==> src/rtl/pu_send_pkg.sv <==
// Shared types and constants for the PU SEND instruction engine.
package pu_send_pkg;

   localparam int unsigned WORD_W       = 16;
   localparam int unsigned DM_AW_DEF    = 8;
   localparam int unsigned PORT_NUM_DEF = 4;
   localparam int unsigned PW           = $clog2(PORT_NUM_DEF);

   typedef enum logic [2:0] {
      IDLE,
      FETCH,
      CAPT,
      XMIT,
      DONE
   } send_st_t;

endpackage

==> src/rtl/pu_send_engine.sv <==
// SEND engine: reads a block of DMEM words and streams them as a valid/ready packet to a PU port.
// Optional build macro SEND_PORT_CHECK_EN rejects out-of-range destination ports with an err pulse.
module pu_send_engine
   import pu_send_pkg::*;
#(
   parameter  int unsigned DM_AW    = DM_AW_DEF,
   parameter  int unsigned PORT_NUM = PORT_NUM_DEF,
   localparam int unsigned PTW      = (PORT_NUM > 1) ? $clog2(PORT_NUM) : 1
) (
   input  logic              clk,
   input  logic              rst_n,
   input  logic              send,
   input  logic [15:0]       send_addr,
   input  logic [15:0]       send_size,
   input  logic [3:0]        send_port,
   output logic              busy,
   output logic              done,
   output logic              err,
   output logic              dm_rd_en,
   output logic [DM_AW-1:0]  dm_rd_addr,
   input  logic [15:0]       dm_rd_data,
   output logic              tx_valid,
   output logic [15:0]       tx_data,
   output logic [PTW-1:0]    tx_port,
   output logic              tx_last,
   input  logic              tx_ready
);

   send_st_t          state_q, state_d;
   logic [DM_AW-1:0]  base_q, base_d;
   logic [DM_AW-1:0]  idx_q, idx_d;
   logic [WORD_W-1:0] rem_q, rem_d;
   logic [PTW-1:0]    port_d;
   logic [15:0]       data_d;
   logic              busy_d, done_d, err_d, rd_en_d, valid_d, last_d;
   logic [DM_AW-1:0]  rd_addr_d;
   logic              port_ok_c;
   logic              accept_c;

   // Upper address/port bits are architecturally ignored.
   logic unused_bits;
   assign unused_bits = ^{send_addr, send_port};

`ifdef SEND_PORT_CHECK_EN
   assign port_ok_c = (32'(send_port) < PORT_NUM);
`else
   assign port_ok_c = 1'b1;
`endif

   assign accept_c = send && port_ok_c;

   // State, counters and all outputs are registered from their next values.
   always_ff @(posedge clk) begin
      if (!rst_n) begin
         state_q    <= IDLE;
         base_q     <= '0;
         idx_q      <= '0;
         rem_q      <= '0;
         busy       <= 1'b0;
         done       <= 1'b0;
         err        <= 1'b0;
         dm_rd_en   <= 1'b0;
         dm_rd_addr <= '0;
         tx_valid   <= 1'b0;
         tx_data    <= '0;
         tx_port    <= '0;
         tx_last    <= 1'b0;
      end else begin
         state_q    <= state_d;
         base_q     <= base_d;
         idx_q      <= idx_d;
         rem_q      <= rem_d;
         busy       <= busy_d;
         done       <= done_d;
         err        <= err_d;
         dm_rd_en   <= rd_en_d;
         dm_rd_addr <= rd_addr_d;
         tx_valid   <= valid_d;
         tx_data    <= data_d;
         tx_port    <= port_d;
         tx_last    <= last_d;
      end
   end

   // Next-state and next-output logic; tx_data doubles as the captured word register.
   always_comb begin
      state_d = state_q;
      base_d  = base_q;
      idx_d   = idx_q;
      rem_d   = rem_q;
      port_d  = tx_port;
      data_d  = tx_data;
      err_d   = 1'b0;

      case (state_q)
         IDLE: begin
            if (accept_c) begin
               base_d  = send_addr[DM_AW-1:0];
               rem_d   = send_size;
               port_d  = PTW'(send_port);
               idx_d   = '0;
               state_d = (send_size == 16'd0) ? DONE : FETCH;
            end
            err_d = send && !port_ok_c;
         end
         FETCH: state_d = CAPT;
         CAPT: begin
            data_d  = dm_rd_data;
            state_d = XMIT;
         end
         XMIT: begin
            if (tx_ready) begin
               if (rem_q == 16'd1) begin
                  state_d = DONE;
               end else begin
                  rem_d   = rem_q - 16'd1;
                  idx_d   = idx_q + DM_AW'(1);
                  state_d = FETCH;
               end
            end
         end
         DONE:    state_d = IDLE;
         default: state_d = IDLE;
      endcase

      busy_d    = (state_d != IDLE);
      done_d    = (state_d == DONE);
      rd_en_d   = (state_d == FETCH);
      rd_addr_d = rd_en_d ? DM_AW'(base_d + idx_d) : '0;
      valid_d   = (state_d == XMIT);
      last_d    = valid_d && (rem_d == 16'd1);
   end

endmodule

==> config.mk <==
export PLATFORM = sky130hd
export DESIGN_NAME = pu_send_engine
export DESIGN_NICKNAME = d
export VERILOG_FILES = /design/src/rtl/pu_send_pkg.sv /design/src/rtl/pu_send_engine.sv
export SDC_FILE = /design/constraint.sdc
export NUM_CORES = 1
export LEC_CHECK = 0
export BUFFER_PORTS_ARGS = -buffer_cell sky130_fd_sc_hd__buf_4
export CORE_MARGIN = 5
export CORE_UTILIZATION = 44
export CTS_CLUSTER_SIZE = 40
export DETAILED_ROUTE_END_ITERATION = 12
export HOLD_SLACK_MARGIN = 0.12
export PLACE_DENSITY = 0.71
export SLEW_MARGIN = 25
export SYNTH_ARGS = -nofsm -noshare
export SYNTH_HDL_FRONTEND = slang
export SYNTH_SLANG_ARGS = --single-unit
==> constraint.sdc <==
create_clock -name clk -period 4 [get_ports clk]
set_input_delay 0.8 -clock clk [delete_from_list [all_inputs] [get_ports clk]]
set_output_delay 0.8 -clock clk [all_outputs]
set_load 0.05 [all_outputs]
==> results of run 1 <==
-- area by class of cell --
type	instances	area (um2)	area share
well taps	102	128	0.0290
repair buffers	98	736	0.167
clock buffers	9	124	0.0281
multi-input cells	319	1970	0.448
clock inverters	7	100	0.0227
inverters	5	18.8	0.00426
flip-flops and latches	66	1320	0.300
-- worst max-delay path, stage by stage, from the launching register on --
cell     delay (ns)
dfxtp_1        0.32
inv_1          0.07
ha_1           0.14
or4b_1         0.47
or4_4          0.52
and2_4         0.19
o21ai_1        0.19
a22o_1         0.21
ha_1           0.24
a21o_1         0.16
a21oi_1        0.17
nor2b_1        0.08
o21a_1         0.19
o41ai_2        0.23
xnor3_1        0.44
nor2_1         0.09
-- per-layer routing --
metal | global-route usage | vias up | wire (um)
met4 | 0.0641 | 0 | 185
met3 | 0.0657 | 15 | 635
li1 | - | 1639 | -
met1 | 0.246 | 1484 | 4160
met2 | 0.301 | 97 | 4160
met5 | 0 | - | 0
-- synth_stat cells, types with 2 or more instances --
cell and count:
a21boi_0 19, a21o_1 7, a21oi_1 5, a221oi_1 3
a22o_1 2, a22oi_1 5, a31oi_1 6, and2_1 21
and3_1 8, and3b_1 3, buf_2 3, buf_6 2
clkbuf_1 21, dfxtp_1 66, ha_1 10, inv_1 5
mux2i_1 2, nand2_1 83, nand2b_1 3, nand3_1 3
nand4_1 9, nand4b_1 2, nor2_1 21, nor2b_1 19
nor3_1 6, nor4_1 13, nor4b_1 2, o211ai_1 4
o21ai_0 17, o41ai_1 2, or2_2 4, or3_1 2
or3b_2 2, or4_1 7, or4_2 2, xnor2_1 2
xor2_1 2
-- stage by stage --
| step | total power [W] | std cells | setup slack [ns] | utilization |
|---|---|---|---|---|
| floorplan | 0.00101 | 418 | 0.0500 | - |
| global placement | 0.00116 | 590 | 0.146 | 0.545 |
| detailed placement | 0.00116 | 590 | 0.0795 | 0.545 |
| CTS | 0.00180 | 606 | 0.0147 | 0.574 |
| global route | 0.00188 | 606 | 0.0148 | 0.575 |
| finish | 0.00178 | 606 | 0.218 | 0.575 |
-- kinds of logic after synthesis --
logic type | Yosys count | share of synthesized area
AOI/OAI and AO/OA | 79 | 0.161
xor gates and xnor gates | 5 | 0.0168
adders and majority gates | 11 | 0.0424
buffers and inverters | 33 | 0.0431
DFF | 66 | 0.386
muxes | 2 | 0.00584
other | 1 | 0.00109
and+or+nand+nor | 221 | 0.344
-- placed cells by master, fill, tap and decap left out, types with 4 or more instances in the layout --
cell type	n
nand2_1	83
a21oi_1	5
or2_2	4
nand4_1	9
and3_1	8
nor2_1	21
inv_1	5
buf_4	98
or4_1	7
nor3_1	6
a21o_1	7
clkbuf_8	9
ha_1	10
o211ai_1	4
and2_1	21
nor4_1	13
a22oi_1	5
a21boi_0	19
a31oi_1	6
nor2b_1	18
dfxtp_1	66
o21ai_0	16
-- registers in the layout, summed over array words and instances, names as in the netlist --
register	count
tx_port	2
tx_data	16
rem_q	16
busy	1
tx_valid	1
done	1
base_q	8
state_q	3
idx_q	8
tx_last	1
dm_rd_addr	8
dm_rd_en	1
-- final timing paths --
path | endpoint | startpoint | depth (start not counted)
max | dm_rd_addr[7] | rem_q[1] | 15
max reg2reg | dm_rd_addr[7] | rem_q[1] | 15
min | tx_data[8] | tx_data[8] | 2
min reg2reg | tx_data[8] | tx_data[8] | 2
-- power by group --
group	switching [W]	internal (W)
Combinational	0.000255	0.000169
Sequential	0.0000275	0.000697
Clock	0.000275	0.000356
-- timing repair --
| item | in CTS | in global routing |
|---|---|---|
| gates resized for setup | 0 | 2 |
| endpoints found under the hold margin | 0 | 0 |
| endpoints found under the setup margin | 0 | 1 |
==> qor.yml, run 1 <==
outcome: "finished, final reports clean"
arrival_ns: 4.06
die_y_um: 98.2
vias: 3235
synth_area_um2: 3430
rows: 32
max-slew-margin-rel: 0.470
fin_area_um2: 4400
postSynth.asyncResetShare: 0
grt_pass1_vias: 3133
postSynthAreaPerCell_um2: 8.20
drtIter0Drc: 190
core_area_um2: 7650
ant_nets: 0
syn-num-nets: 485
fin_crit_sh: 0.945
p_per_area_nw_per_um2: 404
clock_path_buffers: 2
viasPerCell: 5.34
routabilityCongestion: 0.890
tritoncts: "built"
cts_sinks: 66
ys_seq_elements: 66
endpoint_kind: "register"
cts_buffers: 9
final_net_count: 566
ios: 88
wl_per_cell_um: 15.1
drt_first_pass_iters: 4
grt_usage: 0.192
rsz0062_at_grt: "no"
insertion_delay_ns: 0.35
setup_tns_ns: 0
hold_path_class: "reg -> reg"
grt_max_degree: 56
hpwl_um: 6720
synth_edf_count: 0
htreeDepth: 3
hold_violations: 0
worstSetupStartpointType: "register"
drive_gt1_frac: 0.264
die-area_um2: 9650
setup_viol: 0
grt_pass1_wl_um: 15100
fmax_mhz: 264
postPlaceCellArea_um2: 4170
yosys.area.top_type: "dfxtp_1"
routed_wl_um: 9140
leakage_nw: 1.95
drv_slew: 0
synth.distinct_cells: 62
antenna_cells: 0
r2r_slack_ns: 0.22
path_clk_slew_ns: 0.08
critPathMaxFanout: 4
maxCapViolations: 0
post_cts_buffers: 0
synth_top_area_frac: 0.386
crit_type: "reg -> reg"
max_slew.worst_pin.slew_ns: 0.787
hold_ws_ns: 0.466
fillers: 715
period_minus_slack_ns: 3.78
port_buffers: 76
cts-root-buf: "clkbuf_8"
drc: 0
syn_inst: 418
skew_ns: 0.0139
die_x_um: 98.2
synth.area.top_cells: "dfxtp_1 39%, nand2_1 9.1%, a21boi_0 4.2%"
initial_core_util: 0.448
ys_warn_count: 0
antenna_found_initial: 0
synth_ff_type: "dfxtp_1"
globalRoute.totalOverflow: 0
yosysSeqAreaShare: 0.386
peakVddDrop_v: 0.000330
syn_to_final_growth_pct: 28.5
hold_buffers: 0
cp.required_ns: 4.28
Power figures use the tool's default switching activity.
==> inputs of run 2 (changes only) <==
--- a/config.mk
+++ b/config.mk
@@ -11,6 +11,7 @@
 export CTS_CLUSTER_SIZE = 40
 export DETAILED_ROUTE_END_ITERATION = 12
 export HOLD_SLACK_MARGIN = 0.12
+export MAX_ROUTING_LAYER = met4
 export PLACE_DENSITY = 0.71
 export SLEW_MARGIN = 25
 export SYNTH_ARGS = -nofsm -noshare
==> run 2 against run 1 <==
Via count up 0.74%. Sequential share of layout area decreased by 0.10 points. Critical path depth fell by 2. Final cell count down 0.17%. Global-route usage increased by 0.76 points. Clock skew down 0.0065 ns. Critical endpoint unchanged.
==> qor.yml, run 2 (synthesis gave the netlist of run 1 again) <==
outcome: "finished, final reports clean"
routabilityCongestion: 0.891  # +0.11%
min_from: "tx_port[1]"
leakage_nw: 1.94  # -0.17%
final_net_count: 565  # -0.18%
drv_slew: 0  # unchanged
hpwl_um: 6820  # +1.4%
syn_to_final_growth_pct: 28.9
top_layer_used: "met4"
critPathTopFamily: "simple AND/OR/NAND/NOR gates"
grt_pass1_wl_um: 15000  # -0.73%
globalRoute.totalOverflow: 0  # unchanged
critPathBufInv: 0  # -1
final_cells: 605  # -0.17%
rows: 32  # unchanged
wl_met1_um: 4320  # +3.7%
cts_sinks: 66  # unchanged
hold_buffers: 0  # unchanged
crit_type: "reg -> reg"
routed_wl_um: 9270  # +1.4%
regToRegStartpoint: "rem_q[6]"
skew_ns: 0.00733  # -0.00655 ns
path_cells: "or4_1 -> or4_4 -> and2_4 -> o21ai_1 -> a22o_1 -> ha_1 -> a21o_1 -> a21oi_2 -> nor2b_1 -> o21a_1 -> o41ai_2 -> xnor3_1 -> nor2_1"
hold_violations: 0  # unchanged
drt_first_pass_iters: 5  # +1
fillers: 727  # +1.7%
grt_max_degree: 56  # unchanged
r2r_slack_ns: 0.29  # +0.07 ns
hold_ws_ns: 0.464  # -0.00166 ns
die_y_um: 98.2  # unchanged
min_to: "tx_port[1]"
final_util: 0.577  # +0.00196
regArea_um2: 1320  # unchanged
tritoncts: "built"
core_area_um2: 7650  # unchanged
grt_pass1_vias: 3046  # -2.8%
peakVddDrop_v: 0.000297  # -10%
initial_core_util: 0.448  # unchanged
port_buffers: 76  # unchanged
period_minus_slack_ns: 3.71  # -0.0744 ns
setup_viol: 0  # unchanged
die_x_um: 98.2  # unchanged
path_clk_slew_ns: 0.07  # about the same
ios: 88  # unchanged
endpoint_kind: "register"
worstSetupStartpointType: "register"
hold_path_class: "reg -> reg"
setup_tns_ns: 0  # unchanged
die-area_um2: 9650  # unchanged
rsz0062_at_grt: "no"
drtIter0Drc: 180  # -5.3%
wl_per_cell_um: 15.3  # +1.6%
cts_buffers: 9  # unchanged
max_slew.worst_pin.slew_ns: 0.712  # -0.0756 ns
insertion_delay_ns: 0.35  # about the same
htreeDepth: 3  # unchanged
met2_length_um: 4260  # +2.5%
clock_path_buffers: 2  # unchanged
final_cell_mix: "97 x buf_4, 83 x nand2_1, 66 x dfxtp_1"
slowest_delay_ns: 0.59  # +0.07 ns
crit_start: "rem_q[6]"
max-slew-margin-rel: 0.521  # +0.0509
top_regs: "rem_q x16, tx_data x16"
antenna_found_initial: 0  # unchanged
multi_input_area_um2: 1980  # +0.51%
dpl.cell_count: 589  # -0.17%
critPathMaxFanout: 6  # +2
cts-root-buf: "clkbuf_8"
worstReg2RegEnd: "dm_rd_addr[7]"
vias: 3259  # +0.74%
hold_depth: 2  # unchanged
fmax_mhz: 270  # +2.0%
post_cts_buffers: 0  # unchanged
p_per_area_nw_per_um2: 410  # +1.3%
grt_usage: 0.199  # +0.00756
maxCapViolations: 0  # unchanged
mostFrequentLayoutCell: "buf_4"
viasPerCell: 5.39  # +0.91%
drc: 0  # unchanged
fin_crit_sh: 0.927  # -0.0186
cp.required_ns: 4.28  # about the same
arrival_ns: 3.99  # -0.07 ns
antenna_cells: 0  # unchanged
route.met3.wl_um: 579  # -8.8%
cpMaxStageDelayCell: "or4_1"
rr_worst_depth: 13  # -2
drive_gt1_frac: 0.266  # +0.00251
ant_nets: 0  # unchanged
## run 2: changes by cell type in the layout (fill, tap and decap cells not counted)
| cell | previous run | this run |
|---|---|---|
| nor4_2 | 0 | 1 |
| inv_6 | 2 | 1 |
| clkinv_4 | 2 | 1 |
| buf_4 | 98 | 97 |
| clkinvlp_4 | 0 | 1 |
| clkbuf_8 | 9 | 11 |
| clkinv_2 | 1 | 0 |
| a21oi_1 | 5 | 4 |
| nor4_1 | 13 | 12 |
| a21oi_2 | 0 | 1 |
## run 2: power by group
group          internal, W  total (W)  switching, W
combinational     0.000169   0.000427      0.000258
clock             0.000388   0.000657      0.000269
sequential        0.000697   0.000726     0.0000289
total              0.00125    0.00181      0.000555
## run 2: layout make-up
| type | instances | share of cell area |
|---|---|---|
| multi-input cells | 319 | 0.449 |
| flip-flops and latches | 66 | 0.299 |
| repair buffers | 97 | 0.165 |
| clock buffers | 11 | 0.0343 |
| well taps | 102 | 0.0289 |
| clock inverters | 5 | 0.0193 |
| inverters | 5 | 0.00425 |
## run 2: how the worst max path moves through the flow
| stage | endpoint | slack (ns) | cells past startpoint |
|---|---|---|---|
| 5_1_grt | dm_rd_addr[7] | 0.05 | 15 |
| 6_report | dm_rd_addr[7] | 0.29 | 13 |
| 3_5_place_dp | dm_rd_addr[7] | 0.11 | 13 |
| 4_1_cts | dm_rd_addr[7] | 0.06 | 13 |
| 3_3_place_gp | dm_rd_addr[7] | 0.12 | 13 |
| 2_1_floorplan | dm_rd_addr[7] | 0.05 | 16 |
## run 2: metrics by stage
step | total power (W) | setup slack [ns] | cell area [um2]
final | 0.00181 | 0.293 | 4420
after global placement | 0.00116 | 0.120 | 4160
after floorplan | 0.00101 | 0.0500 | 3430
after global routing | 0.00190 | 0.0493 | 4420
after CTS | 0.00182 | 0.0616 | 4400
after detailed placement | 0.00116 | 0.112 | 4160
## run 2: timing repair
| action | CTS | global route |
|---|---|---|
| gates resized for setup | 0 | 4 |
| hold endpoints to repair | 0 | 0 |
| setup endpoints to repair | 0 | 1 |
## run 2: per-layer routing
| metal | GRT usage | vias up |
|---|---|---|
| met4 | 0.0588 | 0 |
| met1 | 0.267 | 1507 |
| li1 | - | 1637 |
| met5 | - | - |
| met2 | 0.300 | 102 |
| met3 | 0.0457 | 13 |
## run 2: tightest hold or removal path: cells and delay by family, from the launching register on
| kind | cells | cell delay, ns |
|---|---|---|
| AO/OA/AOI/OAI | 1 | 0.06 |
| flip-flops | 1 | 0.31 |
| AND/OR/NAND/NOR | 1 | 0.05 |
